## src/rtl/button_event_decoder.sv

```systemverilog
// Button event decoder: turns a debounced level into one-clock event pulses.
//
// Purpose
//   Turns a debounced button level into one-clock pulses for press, release,
//   short click, long press and auto-repeat while held. All timing is counted
//   in clken sample ticks.
//
// Ports
//   i_clk          system clock, all logic on posedge
//   i_rst          synchronous active-high reset, overrides i_clken
//   i_clken        sample tick, state advances only when 1
//   i_in           debounced button level, 1 = pressed
//   o_press        1-clk pulse, button went down
//   o_release      1-clk pulse, button went up
//   o_click        1-clk pulse, released before the long press fired
//   o_long_press   1-clk pulse, hold reached LONG_TICKS
//   o_repeat_pls   1-clk pulse, every REPEAT_TICKS after the long press
module button_event_decoder #(
    parameter int WIDTH        = 16,
    parameter int LONG_TICKS   = 1000,
    parameter int REPEAT_TICKS = 200,
    parameter bit REPEAT_EN    = 1'b1
) (
    input  logic i_clk,
    input  logic i_rst,
    input  logic i_clken,
    input  logic i_in,
    output logic o_press,
    output logic o_release,
    output logic o_click,
    output logic o_long_press,
    output logic o_repeat_pls
);

    typedef enum logic [1:0] {
        S_IDLE,
        S_HELD,
        S_LONG
    } state_t;

    localparam logic [WIDTH-1:0] LONG_LAST = WIDTH'(LONG_TICKS - 1);
    localparam logic [WIDTH-1:0] REP_LAST  = WIDTH'(REPEAT_TICKS - 1);
    localparam logic [WIDTH-1:0] ONE       = WIDTH'(1);

    state_t           r_state;
    state_t           w_state_nxt;
    logic [WIDTH-1:0] r_cnt;
    logic [WIDTH-1:0] w_cnt_nxt;

    logic w_press;
    logic w_release;
    logic w_click;
    logic w_long;
    logic w_rep;

    always_comb begin
        w_state_nxt = r_state;
        w_cnt_nxt   = r_cnt;
        w_press     = 1'b0;
        w_release   = 1'b0;
        w_click     = 1'b0;
        w_long      = 1'b0;
        w_rep       = 1'b0;

        if (i_clken) begin
            case (r_state)
                S_IDLE: begin
                    if (i_in) begin
                        w_press     = 1'b1;
                        w_cnt_nxt   = '0;
                        w_state_nxt = S_HELD;
                    end
                end
                S_HELD: begin
                    // A release always wins over a long press on the same tick
                    if (!i_in) begin
                        w_release   = 1'b1;
                        w_click     = 1'b1;
                        w_state_nxt = S_IDLE;
                    end else if (r_cnt == LONG_LAST) begin
                        w_long      = 1'b1;
                        w_cnt_nxt   = '0;
                        w_state_nxt = S_LONG;
                    end else begin
                        w_cnt_nxt = r_cnt + ONE;
                    end
                end
                S_LONG: begin
                    if (!i_in) begin
                        w_release   = 1'b1;
                        w_state_nxt = S_IDLE;
                    end else if (REPEAT_EN && (r_cnt == REP_LAST)) begin
                        w_rep     = 1'b1;
                        w_cnt_nxt = '0;
                    end else if (r_cnt != REP_LAST) begin
                        // Without repeat the counter parks at REP_LAST
                        w_cnt_nxt = r_cnt + ONE;
                    end
                end
                default: begin
                    w_state_nxt = S_IDLE;
                    w_cnt_nxt   = '0;
                end
            endcase
        end
    end

    always_ff @(posedge i_clk) begin
        if (i_rst) begin
            r_state      <= S_IDLE;
            r_cnt        <= '0;
            o_press      <= 1'b0;
            o_release    <= 1'b0;
            o_click      <= 1'b0;
            o_long_press <= 1'b0;
            o_repeat_pls <= 1'b0;
        end else begin
            r_state      <= w_state_nxt;
            r_cnt        <= w_cnt_nxt;
            o_press      <= w_press;
            o_release    <= w_release;
            o_click      <= w_click;
            o_long_press <= w_long;
            o_repeat_pls <= w_rep;
        end
    end

endmodule
```

## config.mk

```make
export PLATFORM = sky130hd
export DESIGN_NAME = button_event_decoder
export DESIGN_NICKNAME = d
export VERILOG_FILES = /design/src/rtl/button_event_decoder.sv
export SDC_FILE = /design/constraint.sdc
export NUM_CORES = 1
export LEC_CHECK = 0
export ABC_AREA = 1
export CAP_MARGIN = 0
export CORE_MARGIN = 2
export CORE_UTILIZATION = 40
export DETAILED_ROUTE_END_ITERATION = 16
export PLACE_DENSITY_LB_ADDON = 0.2
export SYNTH_ARGS = -nofsm -noshare
export SYNTH_HDL_FRONTEND = slang
export SYNTH_SLANG_ARGS = --single-unit
```

## constraint.sdc

```tcl
create_clock -name i_clk -period 2.2 [get_ports i_clk]
set_clock_uncertainty 0.1 [all_clocks]
set_input_delay 0.33 -clock i_clk [delete_from_list [all_inputs] [get_ports i_clk]]
set_output_delay 0.33 -clock i_clk [all_outputs]
set_load 0.02 [all_outputs]
```

==> summary.md <==
| Metric | Value |
|---|---|
| Status | `finished clean` |
| Setup TNS | `0 ns` |
| Cell Rows | `20` |
| Post-layout min period | `approximately 1.8 ns` |
| Maximum vdd ir drop | `about 0.3 mV` |
| Final Setup Violations | `0` |
| FF+latch count, synth | `23` |
| Die height | `around 60 µm` |
| CP dominant cell by count | `nor2_1` |
| Post-CTS setup buffer count | `0` |
| Largest net degree at the start of global routing | `13` |
| Max-Cap Viols | `0` |
| Syn Inst Count | `181` |
| Slowest CP cell | `dfxtp_1` |
| Fraction of layout cells with a size suffix above 1 | `under 10%` |
| Initial core utilization | `a little over 40%` |
| Critical Path End Type | `flip-flop` |
| Number of vias per cell | `5.06` |
| Most common cell after layout, fill and taps aside | `nand2_1` |
| Slew HR | `76.8%` |
| Slew Viols, Final | `0` |
| Initial DRT Pass Iterations | `4` |
| HP Class | `flip-flop to flip-flop` |
| Unrepaired setup endpoints after global routing | `no` |
| Fmax | `549 MHz` |
| Crit path launch | `r_state[0]$_SDFFE_PP0P_` |
| First-pass GRT wire length | `around 4500 µm` |
| # IOs | `9` |
| Final routed DRC violation total | `0` |
| Port bufs | `8` |
| Asr flop ratio synth | `0%` |
| Cts hold-fix bufs | `0` |
| CP arrival | `1.98 ns` |
| Clk_lat worst skew | `0.31 ns` |
| Layout Cell Area excl Fill | `1380 µm²` |
| Cts bufs inserted | `3` |
| CP Data Required Time | `between 2 and 2.5 ns` |
| Most frequent cells in the layout | `nand2_1 (40), nor2_1 (33), dfxtp_1 (23)` |
| Initial antenna violation count | `0` |
| CTS tree | `yes` |
| Die Width | `59.7 µm` |
| Core area | `roughly 3000 µm²` |
| Hold Crit Start | `r_state[0]$_SDFFE_PP0P_` |
| Setup CP Type | `flip-flop to flip-flop` |
| Buf+Inv Stages, Crit Path | `2` |
| Via count | `approximately 1.1k` |
| Clock Sinks | `23` |
| WHS | `just under 0.4 ns` |
| Final Hold Vio Count | `0` |
| Detailed Place HPWL | `~2000 µm` |
| Vias in the first global route | `approximately 1000` |
| Startpoint Class | `flip-flop` |
| Critical path fanouts, max | `10` |
| Leakage power | `around 0.5 nW` |
| Mean Syn Cell Area | `roughly 7 µm²` |
| Worst-path clk slew | `~0.13 ns` |
| Register area share after synthesis | `a little under two fifths` |
| Synth unique cells | `21` |
| Routability Congestion | `around 0.9` |
| Syn_nets | `190` |
| Placement Cell Area | `1350 µm²` |
| Diode count | `0` |
| Final worst path period share | `82.8%` |
| DRT iter0 DRCs | `approximately 40` |
| H-tree depth | `1` |
| CTS root buffer | `clkbuf_4` |
| Worst-margin pin slew | `0.346 ns` |
| Longest Clk Path Bufs | `2` |
| Cell family with most CP delay | `simple AND/OR/NAND/NOR gates` |
| Final ANT Viol Nets | `0` |
| Synthesis Warnings | `0` |
| EDFF count, synth | `0` |
| Ys flop type | `dfxtp_1` |
| NumNets Final | `roughly 200` |
| Layout area overhead | `11.0%` |
| Max stage delay on crit path | `0.38 ns` |
| Die area | `3560 µm²` |
| WL final | `about 2600 µm` |
| Remaining Overflow, GRT | `0` |
| CP Cell Sequence | `inv_1 -> ha_1 -> nor2_1 -> nor2_1 -> nor2_2 -> buf_4 -> nand3_1 -> a21oi_1 -> o21ai_0 -> nor2_1` |
| Routed len/inst | `approximately 12 µm` |
| Pwr dens | `around 540 nW/µm²` |
| Reg2Reg Launch Point | `r_state[0]$_SDFFE_PP0P_` |
| Tot GR Track Use | `between 10% and 20%` |
| Post-Syn Area | `about 1200 µm²` |
| CTS resizes | `0` |
-- routing by layer --
metal	part of all wire, %	global-route usage (%)	vias to the layer above
li1	-	-	601
met1	51	24.0	505
met2	43	24.4	26
met3	4.1	3.03	7
met4	1.7	6.35	0
met5	0	0	-
-- where the power goes --
part | total [mW] | internal (mW) | leakage, nW | switching [mW]
logic | 0.121 | 0.0440 | 0.288 | 0.0771
registers | 0.432 | 0.426 | 0.186 | 0.00609
clock network | 0.194 | 0.0707 | 0.0150 | 0.123
total | 0.747 | 0.541 | 0.488 | 0.207
-- path summary, 6_finish.rpt --
path | endpoint | slack, ns | cells after the start
max | r_cnt[11]$_SDFFE_PP0P_ | 0.38 | 10
min | r_state[0]$_SDFFE_PP0P_ | 0.39 | 2
max reg2reg | r_cnt[11]$_SDFFE_PP0P_ | 0.38 | 10
min reg2reg | r_state[0]$_SDFFE_PP0P_ | 0.39 | 2
-- cells by family after synthesis --
group | count (synthesis) | share of synthesized area, %
AO/OA/AOI/OAI | 14 | 6.56
XOR/XNOR | 5 | 3.53
buffers and inverters | 20 | 7.26
AND/OR/NAND/NOR | 114 | 40.5
flip-flops | 23 | 37.1
adder cells (fa/ha/maj) | 5 | 5.05
-- flip-flops by register name, summed over array words and instances (netlist names) --
register and flops:
o_long_press 1, o_press 1, r_cnt 16, r_state 2, o_click 1, o_release 1, o_repeat_pls 1
-- tightest hold or removal path: stages, from the launching register on --
cell and delay [ns]:
dfxtp_1 0.35, nand2_1 0.07, a21oi_1 0.05
-- cell type report --
class	count	area, µm²
clock buffers	4	26.3
fillers	315	1630
inverters	17	63.8
multi-input cells	138	689
flip-flops and latches	23	460
well taps	33	41.3
repair buffers	10	95.1
-- synthesized netlist by cell type, types with 2 or more instances --
library cell  count  area (µm²)
nand3_1          20         100
inv_1            16        60.1
o21ai_1           5        25.0
ha_1              5        62.6
nor2_2            5        31.3
nand4_1           4        25.0
nor3_1            7        35.0
nand2_1          40         150
dfxtp_1          23         460
nand2_2           4        25.0
buf_4             2        15.0
o21bai_1          2        15.0
o21ai_0           2        10.0
xnor2_1           2        17.5
xor2_1            3        26.3
a21oi_1           4        20.0
nor2_1           33         124
-- through the flow --
| stage | cells | setup slack (ns) | utilization, % | power [mW] |
|---|---|---|---|---|
| 2_1_floorplan | 181 | 0.636 | - | 0.528 |
| 3_3_place_gp | 221 | 0.231 | 45.0 | 0.557 |
| 3_5_place_dp | 221 | 0.205 | 45.0 | 0.559 |
| 4_1_cts | 225 | 0.385 | 45.8 | 0.757 |
| 5_1_grt | 225 | 0.184 | 45.8 | 0.799 |
| 6_report | 225 | 0.378 | 45.8 | 0.747 |
Power figures use the tool's default switching activity.
